--- src/rtl/core_alu_seq.sv ---
// core_alu_pkg: control word shared between core_alu and its sequencers.
// core_alu_seq: drives the 8-bit core_alu through a low-byte pass and a
// high-byte pass, with the carry chained between them, to do 16-bit
// ADD16/SUB16/INC16/DEC16 for address and pointer arithmetic.
// Ports:
//   I_clock, I_reset                 clock, synchronous active-high reset
//   I_req_valid/O_req_ready          request handshake (I_op, I_lhs, I_rhs)
//   O_rsp_valid/I_rsp_ready          response handshake
//   O_result/O_carry/O_zero/O_page_cross  response payload
//   O_alu_*                          core_alu inputs
//   I_alu_*                          core_alu outputs
package core_alu_pkg;
  typedef struct packed {
    logic [2:0] select;       // 3'd0 = pass lhs, 3'd2 = adc
    logic       set_carry;
    logic       result_zero;
    logic       clear_rhs;
    logic       invert_rhs;
    logic       clear_carry;
    logic       inv_i_carry;  // inverts the (possibly cleared) carry-in
  } control_type;

  localparam logic [2:0] ALU_SEL_ADC = 3'd2;
endpackage

module core_alu_seq
  import core_alu_pkg::*;
#(
  parameter bit FAST_NO_CROSS = 1'b1
) (
  input  logic        I_clock,
  input  logic        I_reset,
  input  logic        I_req_valid,
  output logic        O_req_ready,
  input  logic [1:0]  I_op,
  input  logic [15:0] I_lhs,
  input  logic [15:0] I_rhs,
  output logic        O_rsp_valid,
  input  logic        I_rsp_ready,
  output logic [15:0] O_result,
  output logic        O_carry,
  output logic        O_zero,
  output logic        O_page_cross,
  output control_type O_alu_control,
  output logic        O_alu_mask_p,
  output logic [7:0]  O_alu_lhs,
  output logic [7:0]  O_alu_rhs,
  output logic        O_alu_carry,
  input  logic [7:0]  I_alu_result,
  input  logic        I_alu_carry,
  input  logic        I_alu_zero
);

  localparam logic [1:0] OP_ADD = 2'd0;
  localparam logic [1:0] OP_SUB = 2'd1;
  localparam logic [1:0] OP_INC = 2'd2;
  localparam logic [1:0] OP_DEC = 2'd3;

  typedef enum logic [1:0] {IDLE, LO, HI, RESP} state_t;

  state_t      state, state_nxt;
  logic [1:0]  op_q;
  logic [15:0] lhs_q, rhs_q;
  logic [7:0]  lo_result;
  logic        lo_carry, lo_zero;
  logic [15:0] result_q;
  logic        carry_q, zero_q, cross_q;

  // Subtract-like ops add the inverted rhs, so a missing carry is a borrow.
  logic sub_like, cross_now, skip_hi;
  assign sub_like  = (op_q == OP_SUB) || (op_q == OP_DEC);
  assign cross_now = sub_like ? ~I_alu_carry : I_alu_carry;
  // INC/DEC with no page cross leave the high byte untouched.
  assign skip_hi   = FAST_NO_CROSS && op_q[1] && !cross_now;

  assign O_req_ready  = (state == IDLE) && !I_reset;
  assign O_rsp_valid  = (state == RESP);
  assign O_result     = result_q;
  assign O_carry      = carry_q;
  assign O_zero       = zero_q;
  assign O_page_cross = cross_q;

  always_ff @(posedge I_clock) begin
    if (I_reset) state <= IDLE;
    else         state <= state_nxt;
  end

  always_comb begin
    state_nxt = state;
    case (state)
      IDLE: if (I_req_valid) state_nxt = LO;
      LO:   state_nxt = skip_hi ? RESP : HI;
      HI:   state_nxt = RESP;
      RESP: if (I_rsp_ready) state_nxt = IDLE;
      default: state_nxt = IDLE;
    endcase
  end

  always_comb begin
    O_alu_control = '0;
    O_alu_mask_p  = 1'b0;
    O_alu_lhs     = 8'h00;
    O_alu_rhs     = 8'h00;
    O_alu_carry   = 1'b0;
    if (state == LO || state == HI) begin
      O_alu_control.select      = ALU_SEL_ADC;
      O_alu_control.set_carry   = 1'b1;
      O_alu_control.result_zero = 1'b1;
      O_alu_control.clear_rhs   = op_q[1];
      O_alu_control.invert_rhs  = sub_like;
      O_alu_mask_p              = 1'b1;
      if (state == LO) begin
        O_alu_control.clear_carry = 1'b1;
        O_alu_control.inv_i_carry = (op_q == OP_SUB) || (op_q == OP_INC);
        O_alu_lhs                 = lhs_q[7:0];
        O_alu_rhs                 = rhs_q[7:0];
      end else begin
        O_alu_lhs   = lhs_q[15:8];
        O_alu_rhs   = rhs_q[15:8];
        O_alu_carry = lo_carry;
      end
    end
  end

  always_ff @(posedge I_clock) begin
    if (I_reset) begin
      op_q      <= OP_ADD;
      lhs_q     <= '0;
      rhs_q     <= '0;
      lo_result <= '0;
      lo_carry  <= 1'b0;
      lo_zero   <= 1'b0;
      result_q  <= '0;
      carry_q   <= 1'b0;
      zero_q    <= 1'b0;
      cross_q   <= 1'b0;
    end else begin
      case (state)
        IDLE: if (I_req_valid) begin
          op_q  <= I_op;
          lhs_q <= I_lhs;
          rhs_q <= I_rhs;
        end
        LO: begin
          lo_result <= I_alu_result;
          lo_carry  <= I_alu_carry;
          lo_zero   <= I_alu_zero;
          cross_q   <= cross_now;
          if (skip_hi) begin
            result_q <= {lhs_q[15:8], I_alu_result};
            carry_q  <= I_alu_carry;
            zero_q   <= I_alu_zero && (lhs_q[15:8] == 8'h00);
          end
        end
        HI: begin
          result_q <= {I_alu_result, lo_result};
          carry_q  <= I_alu_carry;
          zero_q   <= lo_zero && I_alu_zero;
        end
        default: ;
      endcase
    end
  end

endmodule

--- config.mk ---
export PLATFORM = sky130hd
export DESIGN_NAME = core_alu_seq
export DESIGN_NICKNAME = d
export VERILOG_FILES = /design/src/rtl/core_alu_seq.sv
export SDC_FILE = /design/constraint.sdc
export NUM_CORES = 1
export LEC_CHECK = 0
export ABC_CLOCK_PERIOD_IN_PS = 2600
export CELL_PAD_IN_SITES_DETAIL_PLACEMENT = 2
export CELL_PAD_IN_SITES_GLOBAL_PLACEMENT = 2
export CORE_ASPECT_RATIO = 0.7
export CORE_MARGIN = 3
export CORE_UTILIZATION = 28
export CTS_BUF_LIST = sky130_fd_sc_hd__clkbuf_8
export DETAILED_ROUTE_END_ITERATION = 6
export PLACE_DENSITY_LB_ADDON = 0.2
export SETUP_SLACK_MARGIN = 0.2
export SLEW_MARGIN = 20
export SYNTH_ARGS = -nofsm -noshare
export SYNTH_HDL_FRONTEND = slang
export SYNTH_SLANG_ARGS = --single-unit
--- constraint.sdc ---
create_clock -name I_clock -period 2.6 [get_ports I_clock]
set_clock_uncertainty 0.05 [all_clocks]
set_input_delay 0.52 -clock I_clock [delete_from_list [all_inputs] [get_ports I_clock]]
set_output_delay 0.52 -clock I_clock [all_outputs]
set_load 0.1 [all_outputs]
# [After elaboration in Yosys (flattened, before gate mapping)]
# Index checks and enable logic that the tools add are counted.
[classes] bitwise_logic=1 n_reduce_logical=15 mux=20 eq_ne=9
[op_table] cell="8-bit two-way mux" count=5
[op_table] cell="16-bit one-hot mux with 2 select lines" count=1
[op_table] cell="16-bit two-way mux" count=1
[op_table] cell="2-bit == test (second input constant)" count=4
[op_table] cell="8-bit zero test" count=1
[op_table] cell="2-bit one-hot mux with 4 select lines" count=1
[op_table] cell="1-bit two-way mux" count=7
[op_table] cell="2-bit two-way mux" count=3
[op_table] cell="2-bit AND reduction" count=3
[op_table] cell="2-bit by 1-bit == test with 1-bit output (second input constant)" count=2
[op_table] cell="1-bit logical AND" count=4
[op_table] cell="2-bit != test (second input constant)" count=2
[op_table] cell="1-bit one-hot mux with 2 select lines" count=2
[op_table] cell="1-bit logical OR" count=3
[op_table] cell="1-bit zero test" count=2
[op_table] cell="2-bit zero test" count=1
[op_table] cell="2-bit by 1-bit != test with 1-bit output (second input constant)" count=1
[op_table] cell="2-bit nonzero test" count=1
[op_table] cell="1-bit inverter" count=1
[word_totals] in_bits=48 reg_bits=65

# [Longest topological paths before layout]
# Gate-level depths: netlist of run 1.
[logic_depth] depth_word=7 depth_mapped=9 ltp_nobuf=6

# [Worst setup path after synthesis of run 1]
# No wires, ideal clock.
[synth_path] path_type="reg-to-output" start="register state[1]" end="output port O_alu_lhs[0]" stages_incl_launch_ff=7 arrival_ns=3.196 setup_slack_ns=-1.166 t_required_ns=2.030 cell_sequence="dfxtp_1 inv_1 ha_1 buf_2 buf_2 mux2i_1 nor2b_1"
[synth_between] elab_chain_len=3
[synth_lines] element="from (decl)" line="61" source="state_t state, state_nxt;"
[synth_lines] element="from (signal assigned)" line="85" source="else state <= state_nxt;"
[synth_lines] element="2-bit by 1-bit == test with 1-bit output / 2-bit == test (equally long branches)" line="105, 112"
[synth_lines] element="8-bit two-way mux / 1-bit logical OR (equally long branches)" line="112, 105"
[synth_lines] element="8-bit two-way mux (*)" line="105" source="if (state == LO || state == HI) begin"
[synth_lines] element="to (decl)" line="46" source="output logic [7:0] O_alu_lhs,"
# Every way passes the cells marked *; elsewhere a longest branch is shown, timed or not.

# [Worst setup path after layout of run 1]
[layout_path] start="register state[1]" end="output port O_alu_lhs[2]"
# The elaborated chain is that of the path after synthesis.

==> results of run 1 <==
-- cell usage in the layout (no fill, tap or decap), drive strengths merged --
cell type,count
a211oi,17
a21oi,36
a22oi,1
a311oi,1
and2,2
and3b,1
buf,63
bufinv,1
clkbuf,13
clkdlybuf4s50,46
clkinv,1
conb,2
dfxtp,65
ha,7
inv,7
mux2i,43
nand2,71
nand2b,2
nand3,3
nor2,13
nor2b,19
nor3,17
nor4,1
nor4b,2
o21a,1
o21ai,4
or2,1
or3,1
-- worst min-delay path by stage --
stage	to	cells after the start	slack (ns)
final	rhs_q[10]$_SDFFE_PP0P_	2	0.42
after global routing	rhs_q[11]$_SDFFE_PP0P_	2	0.44
after CTS	rhs_q[11]$_SDFFE_PP0P_	2	0.41
after detailed placement	rhs_q[11]$_SDFFE_PP0P_	2	0.40
after global placement	rhs_q[0]$_SDFFE_PP0P_	2	0.39
after floorplan	rhs_q[10]$_SDFFE_PP0P_	2	0.39
-- flip-flops by register name, summed over array words and instances (netlist names) --
signal and flops:
O_carry 1, O_page_cross 1, O_result 16, O_zero 1
lhs_q 16, lo_carry 1, lo_result 8, lo_zero 1
op_q 2, rhs_q 16, state 2
-- critical path, cell delays in order (launching register included) --
cell     delay, ns
dfxtp_2       0.35
inv_2         0.11
ha_4          0.20
buf_16        0.18
mux2i_2       0.30
nor2b_4       0.08
buf_12        0.17
-- power groups by stage --
stage,combinational [mW],sequential [mW],clock [mW]
after floorplan,2.59,2.10,0
after global placement,4.27,1.45,0
after detailed placement,4.35,1.46,0
after CTS,4.50,1.44,0.943
after global routing,4.85,1.50,0.982
final,4.61,1.47,0.914
-- cell families (layout without fill, tap and decap cells) --
group                      after synthesis  in the layout  synth area share, %
AOI/OAI and AO/OA                       60             60                13.09
muxes                                   43             43                14.08
buffers and inverters                   38            131                7.365
adders and majority gates                7              7                2.864
DFF                                     65             65                42.55
other                                    1              2               0.1226
and+or+nand+nor                        133            133                19.93
-- final cells by class --
type                            instances  share of cell area (%)
Multi-Input combinational cell        245                   37.07
Timing Repair Buffer                  110                   27.23
Sequential cell                        65                   27.13
Tap cell                              148                   3.853
Clock buffer                           12                   3.437
Clock inverter                          4                  0.8852
Inverter                                5                  0.3905
-- through the flow --
step / cells / util, % / worst slack [ns] / hold WS (ns) / power (mW)
after floorplan: 348 / - / 0.1540 / 0.3857 / 4.685
after global routing: 589 / 45.72 / 0.1728 / 0.4449 / 7.332
after global placement: 567 / 42.15 / 0.3151 / 0.3916 / 5.720
after detailed placement: 567 / 42.15 / 0.2144 / 0.4016 / 5.813
after CTS: 588 / 44.59 / 0.1397 / 0.4113 / 6.887
final: 589 / 45.72 / 0.2661 / 0.4160 / 6.989
-- routing by layer --
layer / share of wire, % / track usage, % / vias up / wire, um
met5: 0.086 / 0 / - / 9
met4: 1.2 / 5.908 / 2 / 130
met3: 4.6 / 4.680 / 13 / 480
met2: 49 / 28.57 / 65 / 5081
met1: 45 / 22.49 / 1348 / 4732
li1: - / - / 1348 / -
-- repair_timing --
action,4_1_cts,5_1_grt
pin swaps,1,0
cloned,0,1
resized for setup,1,21
setup buffers,5,0
endpoints found under the setup margin,20,19
==> flow_summary.ini, run 1 <==
[logic_synthesis]
synth.distinct_cells = 33
yosysTopAreaCellShare_pct = 42.55
ys_top_cells_by_area = dfxtp_1 (43%), mux2i_1 (14%), nand2_1 (8.7%)
synthArstFlopShare_pct = 0
synth_top_area_cell = dfxtp_1
ys.flop_type = dfxtp_1
synth_edf_count = 0
ys_ff_latch = 65
avgSynthCellArea_sq_um = 8.812
synth_most_common_cell = nand2_1
synth_commonest_cells = nand2_1 (71), dfxtp_1 (65), mux2i_1 (43)
yosys_warnings = 0
seq_area_frac_synth_pct = 42.55
syn_area_sq_um = 3058
syn_inst = 347

[finish]
drive_above_1_share_pct = 29.48
seq_area_sq_um = 1304
stdcell_area_sq_um = 4806
n_fill_cell = 1080
area_growth_pct = 57.16
diodes = 0
fin_nets = 491
multi_input_area_sq_um = 1782

[global_routing]
overflow = 0
grt.total_usage_pct = 17.56
grt_pass1_vias = 3001
grt_antenna_before_repair = 1
grt_first_pass_wirelength_um = 16150
grt_max_degree = 67

[clock_tree]
insertion_delay_ns = 0.35
path_clk_slew_ns = 0.07
cts_tree = built
h-tree-depth = 3
clock_sinks = 65
cts_root_buf = clkbuf_8
clockBufferDepth = 2
numCtsBuffers = 9
ctsHoldBuffers = 0

[power]
p_int_mw = 3.448
seq_power_share_pct = 21.0
switching_share_pct = 50.67
switchingPower_mw = 3.541
p_clk_share_pct = 13.1
vdd_drop_max_mv = 0.7646
combinationalPowerShare_pct = 66.0
leakage_nw = 1.774
power_per_cell_area_nw_per_um2 = 1454

[routing]
vias = 2776
ant_nets = 0
routed_wl_um = 10440
post_drt_wl_per_cell_um = 17.72
drcViolationCount = 0
drtPass1Iterations = 4
drt_iter0_drc = 95
via_per_inst = 4.713

[floorplan]
rows = 31
die_h_um = 93.44
core_area_sq_um = 10510
die_x_um = 130.9
die_area_sq_um = 12230
io_pins = 96
initial_core_util_pct = 29.09

[placed_design]
gp_congestion = 0.7049
hpwl_um = 7250
io_buffers = 93
placed_cell_area_sq_um = 4431

[worst_hold_path]
min_from = rhs_q[10]$_SDFFE_PP0P_
hold_path_class = reg -> reg

[critical_path]
r2r_slack_ns = 0.59
critical_path_arrival_ns = 1.76
start_kind = flip-flop
rr_worst_depth = 7
r2r_start = op_q[1]$_SDFFE_PP0P_
critPathCapture = O_alu_lhs[2]
critPathRequiredTime_ns = 2.03
regToRegEndpoint = O_result[0]$_SDFFE_PP0P_
critPathLaunch = state[1]$_SDFFE_PP0P_
crit_path_end_kind = primary output
crit_fanout = 12
crit_type = reg -> out

[timing]
relSlewSlack_pct = 48.32
worst_pin_slew_ns = 0.7753
fmaxAchievable_ghz = 0.4285
hold_viol_final = 0
finalSetupTns_ns = 0
finalMaxSlewViolations = 0
rsz0062_at_grt = yes
min_period_ns = 2.334
period_share_pct = 89.76
setup_viol = 0

[run_status]
outcome = complete, no violations

[job]
cap_viol_max_count = 0
(Power assumes the default switching activity.)
==> run 2, diff against run 1 <==
Settings changed: CORE_ASPECT_RATIO 0.7 to 0.5.
==> flow_summary.ini, run 2 (synthesis results as in run 1) <==
[run_status]
outcome = complete, no violations

[placed_design]
pre_cts_slack_ns = 0.2603
gp_congestion = 0.7289
hpwl_um = 7474
io_buffers = 93

[timing]
rsz0062_at_grt = no
finalMaxSlewViolations = 0
setup_viol = 0
fmaxAchievable_ghz = 0.4299
period_share_pct = 89.46
finalSetupTns_ns = 0
worst_slack_ns = 0.2740
hold_viol_final = 0
min_period_ns = 2.326

[finish]
final_common_cell = nand2_1
final_util_pct = 45.32
n_fill_cell = 1128
mostFrequentLayoutCells = nand2_1 (71), dfxtp_1 (63), clkdlybuf4s50_1 (46)
drive_above_1_share_pct = 27.00
fin_nets = 488
area_growth_pct = 54.30
diodes = 0

[critical_path]
critPathRequiredTime_ns = 2.03
critical_path_arrival_ns = 1.76
crit_type = reg -> out
crit_path_end_kind = primary output
crit_fanout = 13
start_kind = flip-flop

[power]
seq_power_share_pct = 21.0
power_per_cell_area_nw_per_um2 = 1482
combinationalPowerShare_pct = 65.5
switching_share_pct = 51.06
leakage_nw = 1.760
p_int_mw = 3.422
p_clk_share_pct = 13.6
switchingPower_mw = 3.570
vdd_drop_max_mv = 0.7347

[clock_tree]
h-tree-depth = 3
clockBufferDepth = 2
numCtsBuffers = 9
ctsHoldBuffers = 0
cts_root_buf = clkbuf_8
clock_sinks = 65
cts_tree = built
path_clk_slew_ns = 0.06
insertion_delay_ns = 0.35

[global_routing]
grt.total_usage_pct = 18.50
grt_max_degree = 67
grt_antenna_before_repair = 0
overflow = 0
grt_pass1_vias = 3228
grt_first_pass_wirelength_um = 17640

[routing]
routed_wl_um = 11370
drcViolationCount = 0
ant_nets = 0
vias = 2798
drt_iter0_drc = 114
drtPass1Iterations = 3
post_drt_wl_per_cell_um = 19.70
via_per_inst = 4.849

[job]
cap_viol_max_count = 0

[worst_hold_path]
hold_path_class = reg -> reg

[floorplan]
die_h_um = 79.90
core_area_sq_um = 10410
rows = 26
initial_core_util_pct = 29.38
io_pins = 96
die_x_um = 153.8
die_area_sq_um = 12290
-- run 2: path summary, 6_finish.rpt --
kind | start | end | slack [ns] | cells past startpoint
setup / recovery | state[1]$_SDFFE_PP0P_ | O_alu_lhs[5] | 0.27 | 6
hold / removal | rhs_q[14]$_SDFFE_PP0P_ | rhs_q[14]$_SDFFE_PP0P_ | 0.41 | 2
setup reg to reg | op_q[1]$_SDFFE_PP0P_ | O_zero$_SDFFE_PP0P_ | 0.46 | 7
hold reg to reg | rhs_q[14]$_SDFFE_PP0P_ | rhs_q[14]$_SDFFE_PP0P_ | 0.41 | 2
-- run 2: layer usage --
layer | track usage, % | share of wire [%] | vias to the layer above
met5 | 0 | 0 | -
met1 | 22.35 | 45 | 1387
met3 | 5.306 | 4.5 | 12
met4 | 3.965 | 1.3 | 0
li1 | - | - | 1331
met2 | 33.06 | 49 | 68
-- run 2: area by class of cell --
type                       count  area (sq um)  share of cell area [%]
timing repair buffer         107          1294                   27.42
inverter                       5         18.77                  0.3978
clock buffer                  10         137.6                   2.917
sequential                    65          1304                   27.63
tap                          140         175.2                   3.713
multi-input combinational    245          1717                   36.38
clock inverter                 5         72.57                   1.538
-- run 2: timing repair --
action,4_1_cts,5_1_grt
setup endpoints to repair,20,18
pin swaps,1,0
buffers inserted,6,0
gates resized for setup,1,8
-- run 2: power by group through the flow --
stage                     combinational, mW  sequential (mW)  clock [mW]
final                                  4.58             1.47       0.950
after global routing                   4.78             1.50        1.02
after CTS                              4.55             1.45       0.972
after detailed placement               4.32             1.47           0
after global placement                 4.24             1.45           0
after floorplan                        2.59             2.10           0
-- run 2: metrics by stage --
| stage | instance area [sq um] | instances | hold slack [ns] | power, mW |
|---|---|---|---|---|
| after floorplan | 3234 | 348 | 0.3857 | 4.685 |
| after global placement | 4398 | 556 | 0.3907 | 5.691 |
| after detailed placement | 4398 | 556 | 0.4021 | 5.794 |
| after CTS | 4693 | 577 | 0.4121 | 6.975 |
| after global routing | 4718 | 577 | 0.4432 | 7.297 |
| final | 4718 | 577 | 0.4118 | 6.992 |
-- run 2: worst max-delay path, cell delays in order, from the launching register on --
cell and delay, ns:
dfxtp_2 0.35, inv_2 0.12, ha_4 0.19, buf_8 0.20, mux2i_1 0.30, nor2b_4 0.07, buf_12 0.17
